$ cat config.mk
export PLATFORM = sky130hd
export DESIGN_NAME = arb_vrp_pkt
export DESIGN_NICKNAME = d
export VERILOG_FILES = /design/src/rtl/arb_vrp_pkt.sv
export SDC_FILE = /design/constraint.sdc
export NUM_CORES = 1
export LEC_CHECK = 0
export CORE_UTILIZATION = 29
export CTS_BUF_LIST = sky130_fd_sc_hd__clkbuf_16
export DETAILED_ROUTE_END_ITERATION = 7
export GPL_TIMING_DRIVEN = 1
export HOLD_SLACK_MARGIN = 0.06
export PLACE_DENSITY = 0.54
export SETUP_SLACK_MARGIN = 0.15
export SLEW_MARGIN = 0
export SYNTH_ARGS = -nofsm -noshare
export SYNTH_HDL_FRONTEND = slang
export SYNTH_SLANG_ARGS = --single-unit
export TNS_END_PERCENT = 30
$ cat constraint.sdc
create_clock -name clk -period 7.48 [get_ports clk]
set_clock_uncertainty 0.1 [all_clocks]
set_input_delay 1.496 -clock clk [delete_from_list [all_inputs] [get_ports clk]]
set_output_delay 1.496 -clock clk [all_outputs]
set_load 0.05 [all_outputs]
$ cat src/rtl/arb_vrp_pkt.sv
// ---------------------------------------------------------------------------
// arb_vrp_pkt
//   Packet-aware N:1 valid/ready arbiter. It selects one of WIDTH slave
//   channels and forwards its beats {pld, last, id} to a single master port.
//   Arbitration is fixed-priority (MODE=0) or round-robin (MODE=1). With
//   LOCK_EN=1 the grant stays on one channel from its first beat until its
//   last beat. OUT_REG selects a zero-latency pass-through or a 2-entry
//   registered skid stage that isolates rdy_m from v_rdy_s.
//
// Ports
//   clk       : single clock, all state on rising edge
//   rst_n     : synchronous active-low reset
//   v_vld_s   : per-channel valid            (in,  WIDTH)
//   v_rdy_s   : per-channel ready            (out, WIDTH)
//   v_last_s  : per-channel end-of-packet    (in,  WIDTH)
//   v_pld_s   : per-channel payload          (in,  PLD_WIDTH x WIDTH)
//   vld_m     : master valid                 (out)
//   rdy_m     : master ready                 (in)
//   pld_m     : master payload               (out, PLD_WIDTH)
//   last_m    : master end-of-packet         (out)
//   id_m      : source channel of the beat   (out, IDW)
// ---------------------------------------------------------------------------
module arb_vrp_pkt #(
   parameter int  MODE      = 1,
   parameter int  OUT_REG   = 1,
   parameter int  LOCK_EN   = 1,
   parameter int  WIDTH     = 4,
   parameter int  PLD_WIDTH = 32,
   localparam int IDW       = (WIDTH > 1) ? $clog2(WIDTH) : 1
) (
   input  logic                 clk,
   input  logic                 rst_n,
   input  logic [WIDTH-1:0]     v_vld_s,
   output logic [WIDTH-1:0]     v_rdy_s,
   input  logic [WIDTH-1:0]     v_last_s,
   input  logic [PLD_WIDTH-1:0] v_pld_s [WIDTH],
   output logic                 vld_m,
   input  logic                 rdy_m,
   output logic [PLD_WIDTH-1:0] pld_m,
   output logic                 last_m,
   output logic [IDW-1:0]       id_m
);

   // Arbitration state
   logic [IDW-1:0]   r_ptr;       // round-robin search start
   logic             r_locked;    // a packet is in flight
   logic [IDW-1:0]   r_lock_id;   // owner of the in-flight packet

   logic             w_gnt_any;
   logic [IDW-1:0]   w_gnt_id;
   logic [WIDTH-1:0] w_gnt;
   logic             w_in_rdy;    // output side can take a beat this cycle
   logic             w_acc;       // a slave beat is accepted this cycle
   logic             w_acc_last;
   logic [IDW-1:0]   w_ptr_nxt;

   // -----------------------------------------------------------------------
   // Grant selection. While locked the owner keeps the grant even without
   // valid (a bubble), so no other channel can slip into the packet.
   // Both searches run from the far end downward so the last hit, i.e. the
   // highest-priority candidate, wins.
   // -----------------------------------------------------------------------
   always_comb begin : p_arbitrate
      int             w_idx;
      logic [IDW-1:0] w_sel;
      // NOTE: every signal driven here gets a default first, so no path can
      // leave it holding its old value (that would infer a latch).
      w_gnt_any = 1'b0;
      w_gnt_id  = '0;
      w_idx     = 0;
      w_sel     = '0;
      if (r_locked) begin
         w_gnt_any = 1'b1;
         w_gnt_id  = r_lock_id;
      end else if (MODE == 0) begin
         for (int i = WIDTH - 1; i >= 0; i--) begin
            w_sel = IDW'(i);
            if (v_vld_s[w_sel]) begin
               w_gnt_any = 1'b1;
               w_gnt_id  = w_sel;
            end
         end
      end else begin
         for (int k = WIDTH - 1; k >= 0; k--) begin
            w_idx = (int'(r_ptr) + k) % WIDTH;
            w_sel = IDW'(w_idx);
            if (v_vld_s[w_sel]) begin
               w_gnt_any = 1'b1;
               w_gnt_id  = w_sel;
            end
         end
      end
   end

   assign w_gnt      = w_gnt_any ? (WIDTH'(1) << w_gnt_id) : '0;
   assign v_rdy_s    = rst_n ? (w_gnt & {WIDTH{w_in_rdy}}) : '0;
   assign w_acc      = |(v_vld_s & v_rdy_s);
   assign w_acc_last = v_last_s[w_gnt_id];
   assign w_ptr_nxt  = (w_gnt_id == IDW'(WIDTH - 1)) ? '0 : w_gnt_id + IDW'(1);

   // -----------------------------------------------------------------------
   // Lock and pointer. A beat that ends arbitration (last, or any beat when
   // locking is off) releases the lock and moves the pointer past the
   // winner; a non-last beat with locking on claims the lock.
   // -----------------------------------------------------------------------
   // NOTE: clocked state uses non-blocking assignments so every register
   // samples pre-edge values regardless of statement order.
   always_ff @(posedge clk) begin
      if (!rst_n) begin
         r_ptr     <= '0;
         r_locked  <= 1'b0;
         r_lock_id <= '0;
      end else if (w_acc) begin
         if ((LOCK_EN != 0) && !w_acc_last) begin
            r_locked  <= 1'b1;
            r_lock_id <= w_gnt_id;
         end else begin
            r_locked  <= 1'b0;
            r_ptr     <= w_ptr_nxt;
         end
      end
   end

   // -----------------------------------------------------------------------
   // Output stage
   // -----------------------------------------------------------------------
   if (OUT_REG == 0) begin : g_pass
      assign w_in_rdy = rdy_m;
      assign vld_m    = |(v_vld_s & w_gnt);
      assign pld_m    = w_gnt_any ? v_pld_s[w_gnt_id]  : '0;
      assign last_m   = w_gnt_any ? v_last_s[w_gnt_id] : 1'b0;
      assign id_m     = w_gnt_any ? w_gnt_id           : '0;
   end else begin : g_skid
      logic [PLD_WIDTH-1:0] r_pld [2];
      logic [1:0]           r_last;
      logic [IDW-1:0]       r_id [2];
      logic                 r_wr_sel;
      logic                 r_rd_sel;
      logic [1:0]           r_cnt;
      logic                 w_push;
      logic                 w_pop;

      // Accept depends only on the local count, never on rdy_m, so the
      // slave-side ready is fully registered. Pushing while full cannot
      // happen because in_rdy is low then.
      assign w_in_rdy = (r_cnt != 2'd2);
      assign w_push   = w_acc;
      assign w_pop    = vld_m & rdy_m;

      // Outputs are masked while empty, which also gives all-zero outputs
      // straight out of reset.
      assign vld_m  = (r_cnt != 2'd0);
      assign pld_m  = vld_m ? r_pld[r_rd_sel]  : '0;
      assign last_m = vld_m ? r_last[r_rd_sel] : 1'b0;
      assign id_m   = vld_m ? r_id[r_rd_sel]   : '0;

      // NOTE: the data entries are deliberately not reset; their contents
      // are only observed through the masked outputs above, and only the
      // pointers and count decide what is valid.
      always_ff @(posedge clk) begin
         if (w_push) begin
            r_pld[r_wr_sel]  <= v_pld_s[w_gnt_id];
            r_last[r_wr_sel] <= w_acc_last;
            r_id[r_wr_sel]   <= w_gnt_id;
         end
      end

      always_ff @(posedge clk) begin
         if (!rst_n) begin
            r_wr_sel <= 1'b0;
            r_rd_sel <= 1'b0;
            r_cnt    <= 2'd0;
         end else begin
            if (w_push) r_wr_sel <= ~r_wr_sel;
            if (w_pop)  r_rd_sel <= ~r_rd_sel;
            case ({w_push, w_pop})
               2'b10:   r_cnt <= r_cnt + 2'd1;
               2'b01:   r_cnt <= r_cnt - 2'd1;
               default: r_cnt <= r_cnt;
            endcase
         end
      end
   end

endmodule

==> summary.txt <==
Setup path
  – Crit-path cells: clkdlybuf4s50_1 > or2b_1 > a21oi_1 > o221ai_2 > nand2_2 > buf_4 > inv_2 > nor3_1 > buf_12
  – R2R setup slack: 3.21 ns
  – CP arrival: 4.53 ns
  – Critical path fanouts, max: 69
  – Critical Path RT: 5.88 ns
  – Max stage delay cell, worst path: clkdlybuf4s50_1
  – Critical Path Max Stage Delay: 0.63 ns
  – CP top delay family: buffers and inverters
  – Reg2reg end: g_skid.r_pld[0][8]$_DFFE_PP_
  – Cell count of the worst reg-to-reg path: 9
  – Crit start category: primary input
  – Worst Path Buf+Inv: 4
  – FF-to-FF Start: r_ptr[1]$_SDFFE_PN0P_
  – Crit. End Element: output pin
  – CP Class: primary input to output pin

Global routing
  – Antenna violations before repair: 0
  – First-pass GRT wire length: 20.03 mm
  – Total gr overflow: 0
  – Pin count of the biggest net entering global routing: 70
  – Vias in the first global route: 4,065
  – GRT Util Overall: 0.1623

Floorplan
  – Die area: 15,450 um^2
  – Die height: 124.3 um
  – Row cnt: 44
  – Initial Util: 0.2973
  – # IOs: 179
  – Core Box Area: 14,590 um^2
  – Die X: 124.3 um

STA
  – Endpoints failing setup: 0
  – Crit share post-route: 0.8196
  – Max-slew violations: 0
  – Fin. Hold Viols: 0
  – Relative slew slack: 0.2250
  – Tmin final: 6.131 ns
  – Final WS setup: 1.349 ns
  – Worst-Margin Slew: 1.162 ns
  – Setup tns final: 0 ns
  – Peak Freq: 0.1631 GHz
  – RSZ-0062 raised after global routing: false

Min path
  – Hold Crit Depth: 2
  – HP Class: flop to flop
  – Hold Startpoint: r_lock_id[0]$_SDFFE_PN0P_
  – Min-Delay Endpoint: r_lock_id[0]$_SDFFE_PN0P_

Routing
  – DR WL/cell: 15.43 um
  – DR pass1 iterations: 4
  – DRT iter0 DRCs: 149
  – Post-route ant nets: 0
  – DRT Wirelength: 12.56 mm
  – DRC violations left: 0
  – Vias per cell: 4.880
  – Routed vias: 3,972

Clock network
  – Clock Latency Late Sink: 0.33 ns
  – CTS max path bufs: 2
  – Cts repair resizes: 0
  – Post-CTS Setup Repair Bufs: 0
  – CTS Buf Count: 9
  – Root buffer cell: clkbuf_16
  – CTS tree: done
  – # hold bufs at CTS: 0
  – Sink Count: 80
  – Clock Pin Slew Worst Setup and Hold Paths: 0.06 ns
  – H-tree depth: 3

Logic synthesis
  – Synth warn: 0
  – Synth cell count leaders: nand2_1 (132), edfxtp_1 (70), nor2_1 (42)
  – Post-Syn Nets: 601
  – Syn Inst Count: 460
  – Top cell type by total area after synthesis: edfxtp_1
  – Count leader, synth: nand2_1
  – Synth top area share: 0.4846
  – Post-synthesis register bit count: 80
  – Post-synthesis async set-or-reset flop share: 0
  – Area of the mapped netlist: 4338 um^2
  – Top_reg_cell synth: edfxtp_1
  – Post-synth EDFFs: 70
  – Register area share after synthesis: 0.5307
  – Unique masters post-synth: 42
  – Synth area leaders: edfxtp_1 (48%), nand2_1 (11%), mux2i_1 (8.3%)
  – Synth Area per Inst: 9.430 um^2

Placement
  – RePlAce Congestion: 0.8202
  – Port Buf Inserts: 178
  – DPL Wire Length: 8.491 mm
  – Place WS: 1.394 ns

Pwr
  – VDD IR-drop max: 134.6 uV
  – Power per standard cell area: 385.4 nW/um^2
  – Lkg Pwr: 2.436 nW

Finish
  – Area growth from synthesis to layout: 52.24%
  – Antenna diodes: 0
  – FILL cells: 1,389
  – Share of layout cells above drive strength 1: 0.05238
  – Nets: 766

Run
  – Max-Cap Viols: 0

Status
  – Status: finished, final reports clean
==> logic make-up (layout without fill, tap and decap cells) <==
kind of cell,after synthesis,count (layout),synth area share
flops,80,80,0.5307
buf+inv,42,212,0.03807
compound gates,64,64,0.1007
fa+ha+maj,2,2,0.005768
mux,36,36,0.08307
xor+xnor,4,4,0.008078
simple gates,232,232,0.2336
==> worst register-to-register path: stages, from the launching register on <==
cell	delay, ns
dfxtp_1	0.44
a21boi_0	0.14
a211oi_1	0.30
o221ai_2	0.18
nand2_2	0.10
buf_4	0.58
inv_2	0.47
o31ai_4	0.52
inv_2	0.14
nor2_4	0.89
==> worst max path at each step <==
stage / start / endpoint / cells after the start / slack [ns]
2_1_floorplan: v_vld_s[1] / v_rdy_s[0] / 8 / 2.18
3_3_place_gp: v_vld_s[2] / v_rdy_s[0] / 9 / 1.48
3_5_place_dp: v_vld_s[2] / v_rdy_s[0] / 9 / 1.39
4_1_cts: v_vld_s[2] / v_rdy_s[0] / 9 / 1.38
5_1_grt: v_vld_s[2] / v_rdy_s[0] / 9 / 1.08
6_report: v_vld_s[2] / v_rdy_s[0] / 9 / 1.35
==> layer usage <==
metal | vias up | part of all wire | track usage | routed length [um]
li1 | 1949 | - | - | -
met1 | 1872 | 0.44 | 0.1918 | 5476
met2 | 137 | 0.49 | 0.2866 | 6141
met3 | 14 | 0.059 | 0.03522 | 735
met4 | 0 | 0.017 | 0.05953 | 209
met5 | - | 0 | 0 | 0
==> sequential cells by signal, summed over array words and instances, names as in the netlist, named ones only <==
| name | cells |
|---|---|
| g_skid.r_rd_sel | 1 |
| g_skid.r_cnt | 2 |
| g_skid.r_wr_sel | 1 |
| r_lock_id | 2 |
| g_skid.r_id | 4 |
| g_skid.r_pld | 64 |
| r_ptr | 2 |
| r_locked | 1 |
| g_skid.r_last | 2 |
==> metrics by stage <==
step	std cells	area [um^2]	util	hold slack (ns)	total power, mW
floorplan	460	4338	-	0.3485	1.671
global placement	798	6302	0.4320	0.3873	2.103
detailed placement	798	6302	0.4320	0.3972	2.124
CTS	814	6604	0.4527	0.4055	2.572
global route	814	6604	0.4527	0.4191	2.700
finish	814	6604	0.4527	0.4021	2.545
==> power by group <==
| part | switching [mW] | total [mW] | internal (mW) |
|---|---|---|---|
| logic | 0.841 | 1.31 | 0.468 |
| registers | 0.0801 | 0.793 | 0.713 |
| clock network | 0.181 | 0.443 | 0.262 |
==> cell usage in the layout, fill, tap and decap left out, drive strengths merged, types with 7 or more instances in the layout <==
| cell | instances |
|---|---|
| and3 | 34 |
| clkdlybuf4s50 | 175 |
| buf | 7 |
| a31oi | 34 |
| clkbuf | 9 |
| dfxtp | 10 |
| edfxtp | 70 |
| mux2i | 36 |
| inv | 17 |
| a21oi | 7 |
| nor2 | 43 |
| nand2 | 133 |
==> final cells by class <==
cell class,count,area (um^2),share of cell area
tap,184,230.2,0.03486
multi-input combinational,338,1887,0.2857
clock buffer,9,225.2,0.03410
clock inverter,7,76.32,0.01156
sequential,80,2303,0.3488
inverter,14,52.55,0.007958
timing repair buffer,182,1829,0.2770
(Power assumes the default switching activity.)
